==> src/rtl/gray_counter_if.sv <==
// Control/status bundle for gray_counter: count controls in, registered count and flags out.
interface gray_counter_if #(
  parameter int unsigned WIDTH = 4
);
  logic             en;
  logic             up_dn;
  logic             load;
  logic [WIDTH-1:0] load_val;
  logic [WIDTH-1:0] bin_out;
  logic [WIDTH-1:0] gray_out;
  logic             wrap;
  logic             sat;

  modport master (output en, up_dn, load, load_val, input bin_out, gray_out, wrap, sat);
  modport slave  (input en, up_dn, load, load_val, output bin_out, gray_out, wrap, sat);
endinterface

==> src/rtl/gray_counter.sv <==
// Up/down binary counter with registered Gray output, wrap or saturate at the limits,
// and a synchronous load taking either binary or Gray-coded values.
module gray_counter #(
  parameter int unsigned WIDTH     = 4,
  parameter bit          WRAP_EN   = 1'b1,
  parameter bit          LOAD_GRAY = 1'b0
) (
  input logic          clk,
  input logic          rst_n,
  gray_counter_if.slave bus
);

  logic [WIDTH-1:0] bin_q, bin_nxt, gray_q, load_bin;
  logic             wrap_q, wrap_nxt, sat_q, sat_nxt;
  logic             at_max, at_min;

  assign at_max = &bin_q;
  assign at_min = ~|bin_q;

  // Gray-to-binary: each binary bit is the XOR of all Gray bits at or above it.
  always_comb begin
    load_bin = bus.load_val;
    if (LOAD_GRAY)
      for (int i = 0; i < int'(WIDTH); i++) load_bin[i] = ^(bus.load_val >> i);
  end

  always_comb begin
    bin_nxt  = bin_q;
    wrap_nxt = 1'b0;
    sat_nxt  = sat_q;
    if (bus.load) begin
      bin_nxt = load_bin;
      sat_nxt = 1'b0;
    end else if (bus.en) begin
      sat_nxt = 1'b0;
      if (bus.up_dn) begin
        if (at_max && !WRAP_EN) sat_nxt = 1'b1;
        else begin
          bin_nxt  = bin_q + 1'b1;
          wrap_nxt = at_max;
        end
      end else begin
        if (at_min && !WRAP_EN) sat_nxt = 1'b1;
        else begin
          bin_nxt  = bin_q - 1'b1;
          wrap_nxt = at_min;
        end
      end
    end
  end

  // Gray is encoded from the next binary value so both outputs move on the same edge.
  always_ff @(posedge clk) begin
    if (!rst_n) begin
      bin_q  <= '0;
      gray_q <= '0;
      wrap_q <= 1'b0;
      sat_q  <= 1'b0;
    end else begin
      bin_q  <= bin_nxt;
      gray_q <= bin_nxt ^ (bin_nxt >> 1);
      wrap_q <= wrap_nxt;
      sat_q  <= sat_nxt;
    end
  end

  assign bus.bin_out  = bin_q;
  assign bus.gray_out = gray_q;
  assign bus.wrap     = wrap_q;
  assign bus.sat      = sat_q;

endmodule

==> src/flat_wrapper.sv <==
// flat-port wrapper written by rule: the top's interface ports become plain ports
module gray_counter_flat 
#(
  parameter int unsigned WIDTH     = 4,
  parameter bit          WRAP_EN   = 1'b1,
  parameter bit          LOAD_GRAY = 1'b0
)
  (clk, rst_n, bus_en, bus_up_dn, bus_load, bus_load_val, bus_bin_out, bus_gray_out, bus_wrap, bus_sat);
  gray_counter_if #(.WIDTH(WIDTH)) bus_i ();
  input logic clk;
  input logic rst_n;
  input wire logic [$bits(bus_i.en)-1:0] bus_en;
  input wire logic [$bits(bus_i.up_dn)-1:0] bus_up_dn;
  input wire logic [$bits(bus_i.load)-1:0] bus_load;
  input wire logic [$bits(bus_i.load_val)-1:0] bus_load_val;
  output wire logic [$bits(bus_i.bin_out)-1:0] bus_bin_out;
  output wire logic [$bits(bus_i.gray_out)-1:0] bus_gray_out;
  output wire logic [$bits(bus_i.wrap)-1:0] bus_wrap;
  output wire logic [$bits(bus_i.sat)-1:0] bus_sat;
  assign bus_i.en = bus_en;
  assign bus_i.up_dn = bus_up_dn;
  assign bus_i.load = bus_load;
  assign bus_i.load_val = bus_load_val;
  assign bus_bin_out = bus_i.bin_out;
  assign bus_gray_out = bus_i.gray_out;
  assign bus_wrap = bus_i.wrap;
  assign bus_sat = bus_i.sat;
  gray_counter #(.WIDTH(WIDTH), .WRAP_EN(WRAP_EN), .LOAD_GRAY(LOAD_GRAY)) u_core (.clk(clk), .rst_n(rst_n), .bus(bus_i));
endmodule
==> config.mk <==
export PLATFORM = sky130hd
export DESIGN_NAME = gray_counter_flat
export DESIGN_NICKNAME = d
export VERILOG_FILES = /design/src/rtl/gray_counter_if.sv /design/src/rtl/gray_counter.sv /design/src/flat_wrapper.sv
export SDC_FILE = /design/constraint.sdc
export NUM_CORES = 1
export LEC_CHECK = 0
export ABC_AREA = 1
export ABC_CLOCK_PERIOD_IN_PS = 1600
export CORE_MARGIN = 3
export CORE_UTILIZATION = 37
export CTS_CLUSTER_SIZE = 30
export DETAILED_ROUTE_END_ITERATION = 10
export GPL_ROUTABILITY_DRIVEN = 0
export PLACE_DENSITY = 0.77
export SYNTH_ARGS = -nofsm -noshare
export SYNTH_HDL_FRONTEND = slang
export SYNTH_SLANG_ARGS = --single-unit
==> constraint.sdc <==
create_clock -name clk -period 1.6 [get_ports clk]
set_clock_uncertainty 0.1 [all_clocks]
set_input_delay 0.24 -clock clk [delete_from_list [all_inputs] [get_ports clk]]
set_output_delay 0.24 -clock clk [all_outputs]
set_load 0.05 [all_outputs]
==> flow_metrics.env, run 1 <==
export IMPL_status="finished with violations"
export IMPL_violations="setup timing"
export IMPL_numPortBuffers=17
export IMPL_dpl_hpwl_um=896
export IMPL_overflow=0
export IMPL_synth_area_top_cells="dfxtp_1, nand2_1, o21ai_2"
export IMPL_crit_slowest_cell="fa_1"
export IMPL_cts_clk_slew_worst_paths_ns=0.06
export IMPL_fin_cells=107
export IMPL_leakage_uw=0.000391
export IMPL_hp_class="input port to flip-flop"
export IMPL_synth_most_common_cell="nand2_1"
export IMPL_crit_buf_inv=0
export IMPL_clockBufferDepth=2
export IMPL_finalSetupViolations=1
export IMPL_drt_pass1_iter_count=3
export IMPL_drv_slew=0
export IMPL_worstPathRequired_ns=1.65
export IMPL_reg2regPathDepth=5
export IMPL_track_usage=0.131
export IMPL_die_area_um2=1820
export IMPL_reg2reg_setup_slack_ns=-0.006
export IMPL_worst_slack_ns=-0.00614
export IMPL_crit_family="adder cells"
export IMPL_synth_nets=77
export IMPL_antenna_found_initial=0
export IMPL_coreArea_um2=1190
export IMPL_diodes=0
export IMPL_via_count=501
export IMPL_grt_pass1_vias=496
export IMPL_nets=106
export IMPL_startpoint_type="flip-flop"
export IMPL_drtIter0Drc=4
export IMPL_io_pins=19
export IMPL_wl_per_cell_um=10.2
export IMPL_synth_ff_type="dfxtp_1"
export IMPL_drive_above_1_share=0.398
export IMPL_crit_chain="fa_1, nand2_1, o211ai_1, o21ai_2, o22a_1"
export IMPL_clock_latency_ns=0.26
export IMPL_htreeDepth=1
export IMPL_cp_arrival_ns=1.66
export IMPL_antenna_left=0
export IMPL_synth_distinct_cells=23
export IMPL_ys_ff_latch=8
export IMPL_die_w_um=42.7
export IMPL_drc=0
export IMPL_cp_max_fo=4
export IMPL_path_class="flip-flop to flip-flop"
export IMPL_yosys_top_cells_count="nand2_1, dfxtp_1, inv_1, nor2_1"
export IMPL_max_freq_mhz=623
export IMPL_hold_depth=4
export IMPL_min_period_over_period=1.00
export IMPL_clockRootBuffer="clkbuf_4"
export IMPL_ff_latch_area_um2=171
export IMPL_synth_edff_count=0
export IMPL_cap_violations=0
export IMPL_final_util=0.699
export IMPL_start_util=0.420
export IMPL_worstHoldStart="bus_up_dn"
export IMPL_period_minus_slack_ns=1.61
export IMPL_cts_buffers=3
export IMPL_cts_tree="done"
export IMPL_synth_top_area_frac=0.322
export IMPL_max_vdd_ir_drop_v=0.000576
export IMPL_netlist_instances=65
export IMPL_end_kind="flip-flop"
export IMPL_grt_pass1_wl_um=1790
export IMPL_reg2reg_from="u_core.bus.bin_out[0]$_SDFF_PN0_"
export IMPL_hold_path_end="u_core.bus.wrap$_SDFF_PP0_"
export IMPL_viasPerCell=4.68
export IMPL_fill_cells=92
export IMPL_chipHeight_um=42.7
export IMPL_grt_max_degree=8
export IMPL_cts_sinks=8
export IMPL_area_growth_pct=66.6
export IMPL_powerDensity_nw_per_um2=857
export IMPL_synth_area_um2=498
export IMPL_power_uw=711
export IMPL_yosysSeqAreaShare=0.322
export IMPL_cpPeakStageDelay_ns=0.53
export IMPL_reg2reg_to="u_core.bus.gray_out[0]$_SDFF_PN0_"
export IMPL_hold_viol_final=0
export IMPL_dp_cells=101
export IMPL_rows=12
export IMPL_multi_input_area_um2=294
export IMPL_grt_setup_unrepaired="true"
export IMPL_drt_total_wl_um=1090
export IMPL_yosys_area_top_type="dfxtp_1"
export IMPL_synth_avg_cell_area_um2=7.66
export IMPL_yosys_warnings=0
export IMPL_async_flop_share=0
## cell families (layout without fill, tap and decap cells)
kind of cell	Yosys count	in the layout	share of synthesized area
other	1	1	0.00753
and+or+nand+nor	30	30	0.281
adders and majority gates	3	3	0.0904
DFF	8	8	0.322
buffers and inverters	10	38	0.118
AOI/OAI and AO/OA	12	12	0.163
xor gates and xnor gates	1	1	0.0176
## final cells by class
cell class / instances / area share
flip-flops and latches: 8 / 0.207
multi-input cells: 47 / 0.354
well taps: 14 / 0.0211
repair buffers: 26 / 0.333
inverters: 8 / 0.0528
clock buffers: 4 / 0.0317
## state kept, by name, indices dropped and copies added, names as in the netlist
| signal | count |
|---|---|
| u_core.bus.gray_out | 4 |
| u_core.bus.bin_out | 3 |
| u_core.bus.wrap | 1 |
## power by group
group / internal (uW) / switching, uW
Clock: 95.5 / 71.0
Combinational: 141 / 176
Sequential: 218 / 9.78
## how the worst max path moves through the flow
stage / slack, ns / startpoint / end / cells after the start
2_1_floorplan: 0.004 / u_core.bus.bin_out[2]$_SDFF_PN0_ / u_core.bus.gray_out[2]$_SDFF_PN0_ / 10
3_3_place_gp: -0.45 / bus_up_dn / u_core.bus.gray_out[0]$_SDFF_PN0_ / 7
3_5_place_dp: -0.46 / bus_up_dn / u_core.bus.gray_out[2]$_SDFF_PN0_ / 12
4_1_cts: 0.01 / u_core.bus.bin_out[0]$_SDFF_PN0_ / u_core.bus.gray_out[0]$_SDFF_PN0_ / 5
5_1_grt: -0.06 / u_core.bus.bin_out[0]$_SDFF_PN0_ / u_core.bus.gray_out[1]$_SDFF_PN0_ / 6
6_report: -0.006 / u_core.bus.bin_out[0]$_SDFF_PN0_ / u_core.bus.gray_out[0]$_SDFF_PN0_ / 5
## what timing repair did
item / in CTS / in global routing
gates resized for setup: 2 / 2
buffers inserted: 2 / 0
cloned: 0 / 0
pin swaps: 1 / 3
endpoints found under the setup margin: 6 / 4
hold buffers: 0 / 0
## tightest hold or removal path, stage by stage
cell and delay, ns:
dlygate4sd2_1 0.24, nor2_1 0.06, nand3_1 0.05, a21oi_1 0.06
## stage by stage
| step | TNS, ns | setup WS [ns] | hold WS [ns] | area [um^2] |
|---|---|---|---|---|
| 4_1_cts | 0 | 0.0139 | 0.346 | 815 |
| 3_3_place_gp | -2.29 | -0.450 | 0.458 | 774 |
| 2_1_floorplan | 0 | 0.00445 | 0.275 | 509 |
| 3_5_place_dp | -2.43 | -0.460 | 0.466 | 774 |
| 5_1_grt | -0.170 | -0.0614 | 0.381 | 830 |
| 6_report | -0.00614 | -0.00614 | 0.347 | 830 |
## per-layer routing
metal | vias up | global-route usage | routed length [um]
li1 | 265 | - | -
met1 | 214 | 0.130 | 473
met2 | 19 | 0.237 | 523
met3 | 3 | 0.0254 | 66
met4 | 0 | 0.0932 | 27
met5 | - | 0 | 0
## layout by cell type (no fill, tap or decap)
cell,synthesis,routed
nor2_4,1,1
nor2_2,2,2
buf_4,2,13
fa_1,1,1
dfxtp_1,8,5
clkbuf_1,0,1
nor2_1,6,6
o21ai_1,2,2
dfxtp_4,0,3
nand2_2,1,2
xnor2_1,1,1
clkdlybuf4s50_1,0,7
clkbuf_4,0,3
nand2_1,13,12
inv_1,6,5
buf_12,0,5
conb_1,1,1
a21oi_2,1,1
inv_2,1,2
or2_1,2,2
a21oi_1,4,4
bufinv_8,1,1
o211ai_1,1,1
nand3_1,4,4
ha_1,2,1
nand4_1,1,1
o21ai_2,3,3
ha_4,0,1
dlygate4sd2_1,0,1
o22a_1,1,1
(Power assumes the default switching activity.)
==> run 2, diff against run 1 <==
ABC_AREA = 0   (was 1)
CELL_PAD_IN_SITES_DETAIL_PLACEMENT = 0   (was default)
CELL_PAD_IN_SITES_GLOBAL_PLACEMENT = 1   (was default)
CORE_UTILIZATION = 27   (was 37)
==> flow_metrics.env, run 2 <==
export IMPL_status="finished with violations"
export IMPL_violations="setup timing"
export IMPL_cp_max_fo=2
export IMPL_synth_nets=68
export IMPL_postPlaceCellArea_um2=833
export IMPL_viasPerCell=4.51
export IMPL_netlist_instances=56
export IMPL_stdcell_area_um2=892
export IMPL_synth_area_top_cells="dfxtp_1, ha_1, buf_4"
export IMPL_drt_pass1_iter_count=4
export IMPL_leakage_uw=0.000399
export IMPL_reg2reg_from="u_core.bus.gray_out[3]$_SDFF_PN0_"
export IMPL_powerDensity_nw_per_um2=845
export IMPL_worstPathRequired_ns=1.65
export IMPL_via_count=496
export IMPL_drtIter0Drc=6
export IMPL_cts_clk_slew_worst_paths_ns=0.06
export IMPL_drive_above_1_share=0.459
export IMPL_die_area_um2=2430
export IMPL_nets=98
export IMPL_synth_distinct_cells=33
export IMPL_path_class="flip-flop to flip-flop"
export IMPL_grt_use_met1=0.138
export IMPL_worst_slack_ns=-0.166
export IMPL_synth_area_um2=507
export IMPL_hold_slack_ns=0.412
export IMPL_end_kind="flip-flop"
export IMPL_yosys_warnings=0
export IMPL_synth_ff_type="dfxtp_1"
export IMPL_cp_arrival_ns=1.81
export IMPL_grt_max_degree=11
export IMPL_cp_endpoint="u_core.bus.gray_out[2]$_SDFF_PN0_"
export IMPL_htreeDepth=1
export IMPL_synth_edff_count=0
export IMPL_numPortBuffers=17
export IMPL_rows=15
export IMPL_synth_avg_cell_area_um2=9.05
export IMPL_diodes=0
export IMPL_cts_tree="done"
export IMPL_wl_per_cell_um=11.4
export IMPL_reg2regPathDepth=4
export IMPL_grt_setup_unrepaired="true"
export IMPL_cts_sinks=8
export IMPL_drt_total_wl_um=1260
export IMPL_grt_pass1_wl_um=1970
export IMPL_power_uw=754
export IMPL_cts_buffers=3
export IMPL_yosys_top_cells_count="dfxtp_1, nor2_1, buf_4, inv_1"
export IMPL_synth_most_common_cell="dfxtp_1"
export IMPL_antenna_found_initial=0
export IMPL_hp_class="input port to flip-flop"
export IMPL_reg2reg_setup_slack_ns=-0.17
export IMPL_reg2reg_to="u_core.bus.gray_out[2]$_SDFF_PN0_"
export IMPL_area_growth_pct=76.0
export IMPL_min_period_over_period=1.10
export IMPL_coreArea_um2=1750
export IMPL_startpoint="u_core.bus.gray_out[3]$_SDFF_PN0_"
export IMPL_cap_violations=0
export IMPL_max_freq_mhz=566
export IMPL_async_flop_share=0
export IMPL_largest_register_ffs=4
export IMPL_antenna_left=0
export IMPL_io_pins=19
export IMPL_finalSetupViolations=4
export IMPL_clockBufferDepth=2
export IMPL_startpoint_type="flip-flop"
export IMPL_period_minus_slack_ns=1.77
export IMPL_grt_pass1_vias=448
export IMPL_hold_viol_final=0
export IMPL_die_w_um=49.3
export IMPL_synth_top_area_frac=0.316
export IMPL_drc=0
export IMPL_drv_slew=0
export IMPL_met3_usage=0.0520
export IMPL_track_usage=0.109
export IMPL_max_vdd_ir_drop_v=0.000489
export IMPL_clock_latency_ns=0.26
export IMPL_chipHeight_um=49.3
export IMPL_yosysSeqAreaShare=0.316
export IMPL_layout_commonest_cell="buf_4"
export IMPL_overflow=0
export IMPL_clockRootBuffer="clkbuf_4"
export IMPL_yosys_area_top_type="dfxtp_1"
export IMPL_ys_ff_latch=8
export IMPL_dpl_hpwl_um=982
export IMPL_layout_common_cells="buf_4, nor2_1, clkdlybuf4s50_1, buf_12, dfxtp_1"
export IMPL_grt_util_met2=0.165
export IMPL_start_util=0.290
export IMPL_grt_busiest_layer="met2"
[run 2: worst min-delay path by stage]
stage                                     from                    endpoint  depth (start not counted)
CTS                                   bus_load  u_core.bus.wrap$_SDFF_PP0_                          3
finish                                bus_load  u_core.bus.wrap$_SDFF_PP0_                          3
global placement    u_core.bus.wrap$_SDFF_PP0_                    bus_wrap                          1
floorplan                                rst_n  u_core.bus.wrap$_SDFF_PP0_                          2
detailed placement  u_core.bus.wrap$_SDFF_PP0_                    bus_wrap                          1
global route                            bus_en  u_core.bus.wrap$_SDFF_PP0_                          4
[run 2: layout make-up]
class	count	area (um^2)
Sequential cell	8	173
Clock buffer	4	26.3
Inverter	3	11.3
Timing Repair Buffer	29	300
Fill cell	170	853
Tap cell	25	31.3
Multi-Input combinational cell	41	350
[run 2: per-stage QoR]
| stage | utilization | TNS, ns | instances | worst slack [ns] |
|---|---|---|---|---|
| final | 0.511 | -0.434 | 110 | -0.166 |
| after global placement | 0.477 | -3.80 | 104 | -0.719 |
| after CTS | 0.493 | -0.667 | 108 | -0.198 |
| after global routing | 0.511 | -0.644 | 110 | -0.215 |
| after floorplan | - | -0.528 | 56 | -0.174 |
| after detailed placement | 0.477 | -3.78 | 104 | -0.685 |
[run 2: power by group]
part	internal [uW]	switching, uW
combinational	168	181
clock	96.0	77.8
sequential	220	10.9
[run 2: logic make-up (layout without fill, tap and decap cells)]
family / after synthesis / in the layout / share of synthesized area
xor+xnor: 3 / 3 / 0.0519
compound gates: 11 / 11 / 0.151
buf+inv: 7 / 36 / 0.0765
mux: 4 / 4 / 0.0913
simple gates: 19 / 19 / 0.217
flops: 8 / 8 / 0.316
other cells: 1 / 1 / 0.00740
fa+ha+maj: 3 / 3 / 0.0889
[run 2: what timing repair did]
item,in CTS,in global routing
endpoints found under the setup margin,6,6
pin swaps,2,4
hold buffers,0,0
gates resized for setup,6,6
setup buffers,0,2
[run 2: per-layer routing]
metal / wire length (um) / up-vias
met3: 95 / 2
met2: 584 / 20
li1: - / 255
met4: 11 / 0
met5: 0 / -
met1: 563 / 219
[run 2: worst max-delay path: stages, from the launching register on]
cell     delay, ns
dfxtp_4       0.34
or4b_4        0.50
a221o_1       0.34
nand3_2       0.09
mux2_4        0.29
==> run 3, diff against run 2 <==
RECOVER_POWER = 100   (was default)
==> flow_metrics.env, run 3 (same netlist as run 2, synthesis figures left out) <==
export IMPL_status="finished with violations"
export IMPL_violations="setup timing"
export IMPL_track_usage=0.109
export IMPL_hold_viol_final=0
export IMPL_cp_max_fo=2
export IMPL_powerDensity_nw_per_um2=858
export IMPL_die_w_um=49.3
export IMPL_largest_register_ffs=4
export IMPL_hold_slack_ns=0.412
export IMPL_max_vdd_ir_drop_v=0.000488
export IMPL_grt_pass1_wl_um=1970
export IMPL_min_period_over_period=1.10
export IMPL_hp_class="input port to flip-flop"
export IMPL_drt_pass1_iter_count=4
export IMPL_grt_max_degree=11
export IMPL_cap_violations=0
export IMPL_crit_buf_inv=0
export IMPL_htreeDepth=1
export IMPL_antenna_left=0
export IMPL_fill_cells=177
export IMPL_start_util=0.290
export IMPL_grt_setup_unrepaired="true"
export IMPL_drc=0
export IMPL_cpPeakStageDelay_ns=0.50
export IMPL_fin_cells=110
export IMPL_drv_slew=0
export IMPL_drt_total_wl_um=1270
export IMPL_crit_chain="or4b_4, a221o_1, nand3_2, mux2_4"
export IMPL_drtIter0Drc=6
export IMPL_worst_slew_pin_transition_ns=0.596
export IMPL_max_freq_mhz=566
export IMPL_relSlewSlack=0.604
export IMPL_cts_tree="done"
export IMPL_numPortBuffers=17
export IMPL_antenna_found_initial=0
export IMPL_cp_arrival_ns=1.81
export IMPL_cts_sinks=8
export IMPL_worst_slack_ns=-0.166
export IMPL_worstPathRequired_ns=1.65
export IMPL_final_util=0.490
export IMPL_dp_cells=104
export IMPL_nets=98
export IMPL_layout_commonest_cell="buf_4"
export IMPL_period_minus_slack_ns=1.77
export IMPL_die_area_um2=2430
export IMPL_grt_pass1_vias=448
export IMPL_overflow=0
export IMPL_rows=15
export IMPL_leakage_uw=0.000373
export IMPL_chipHeight_um=49.3
export IMPL_drive_above_1_share=0.388
export IMPL_cts_clk_slew_worst_paths_ns=0.06
export IMPL_viasPerCell=4.45
export IMPL_io_pins=19
export IMPL_via_count=490
export IMPL_clock_latency_ns=0.26
export IMPL_startpoint_type="flip-flop"
export IMPL_diodes=0
export IMPL_crit_slowest_cell="or4b_4"
export IMPL_path_class="flip-flop to flip-flop"
export IMPL_layout_common_cells="buf_4, clkbuf_1, nor2_1, clkdlybuf4s50_1, dfxtp_1"
export IMPL_finalSetupViolations=4
export IMPL_coreArea_um2=1750
export IMPL_clockBufferDepth=2
export IMPL_cts_buffers=3
export IMPL_wl_per_cell_um=11.5
export IMPL_crit_family="simple AND/OR/NAND/NOR gates"
export IMPL_dpl_hpwl_um=982
export IMPL_clockRootBuffer="clkbuf_4"
export IMPL_end_kind="flip-flop"
export IMPL_area_growth_pct=68.6
[run 3: cell types whose count changed in the layout (fill, tap and decap cells not counted), sizes merged]
| cell | previous run | this run |
|---|---|---|
| buf | 21 | 14 |
| clkbuf | 5 | 12 |
[run 3: stage by stage]
stage / power [uW] / worst slack [ns] / cell area [um^2] / TNS [ns]
after floorplan: 435 / -0.174 / 544 / -0.528
after global placement: 567 / -0.719 / 833 / -3.80
after detailed placement: 568 / -0.685 / 833 / -3.78
after CTS: 748 / -0.198 / 861 / -0.667
after global routing: 781 / -0.215 / 855 / -0.644
final: 733 / -0.166 / 855 / -0.440
[run 3: layout make-up]
type	instances	area, um^2	share of cell area
well taps	25	31.3	0.0366
flip-flops and latches	8	171	0.201
inverters	3	11.3	0.0132
multi-input cells	41	350	0.410
repair buffers	29	264	0.309
clock buffers	4	26.3	0.0307
[run 3: repair_timing]
action	4_1_cts	5_1_grt
hold buffers	0	0
pin swaps	2	4
setup endpoints to repair	6	6
resized for setup	6	6
setup buffers	0	2
[run 3: layer usage]
layer,track usage,wire (um),vias to the layer above
li1,-,-,255
met1,0.138,591,216
met2,0.165,581,17
met3,0.0520,81,2
met4,0.0284,11,0
met5,0,0,-
[run 3: final timing paths]
kind	from	endpoint	slack (ns)	cells past startpoint
max	u_core.bus.gray_out[3]$_SDFF_PN0_	u_core.bus.gray_out[2]$_SDFF_PN0_	-0.17	4
min	bus_load	u_core.bus.wrap$_SDFF_PP0_	0.41	3
max reg2reg	u_core.bus.gray_out[3]$_SDFF_PN0_	u_core.bus.gray_out[2]$_SDFF_PN0_	-0.17	4
min reg2reg	u_core.bus.gray_out[3]$_SDFF_PN0_	u_core.bus.gray_out[3]$_SDFF_PN0_	0.65	3
[run 3: worst register-to-register path, stage by stage (launching register included)]
cell     delay, ns
dfxtp_4       0.34
or4b_4        0.50
a221o_1       0.34
nand3_2       0.09
mux2_4        0.29
[run 3: report_power, final]
group          internal (uW)  switching (uW)  leakage [uW]
registers                219            10.6     0.0000681
clock network           96.0            78.2     0.0000150
logic                    148             180      0.000290
total                    464             269      0.000373
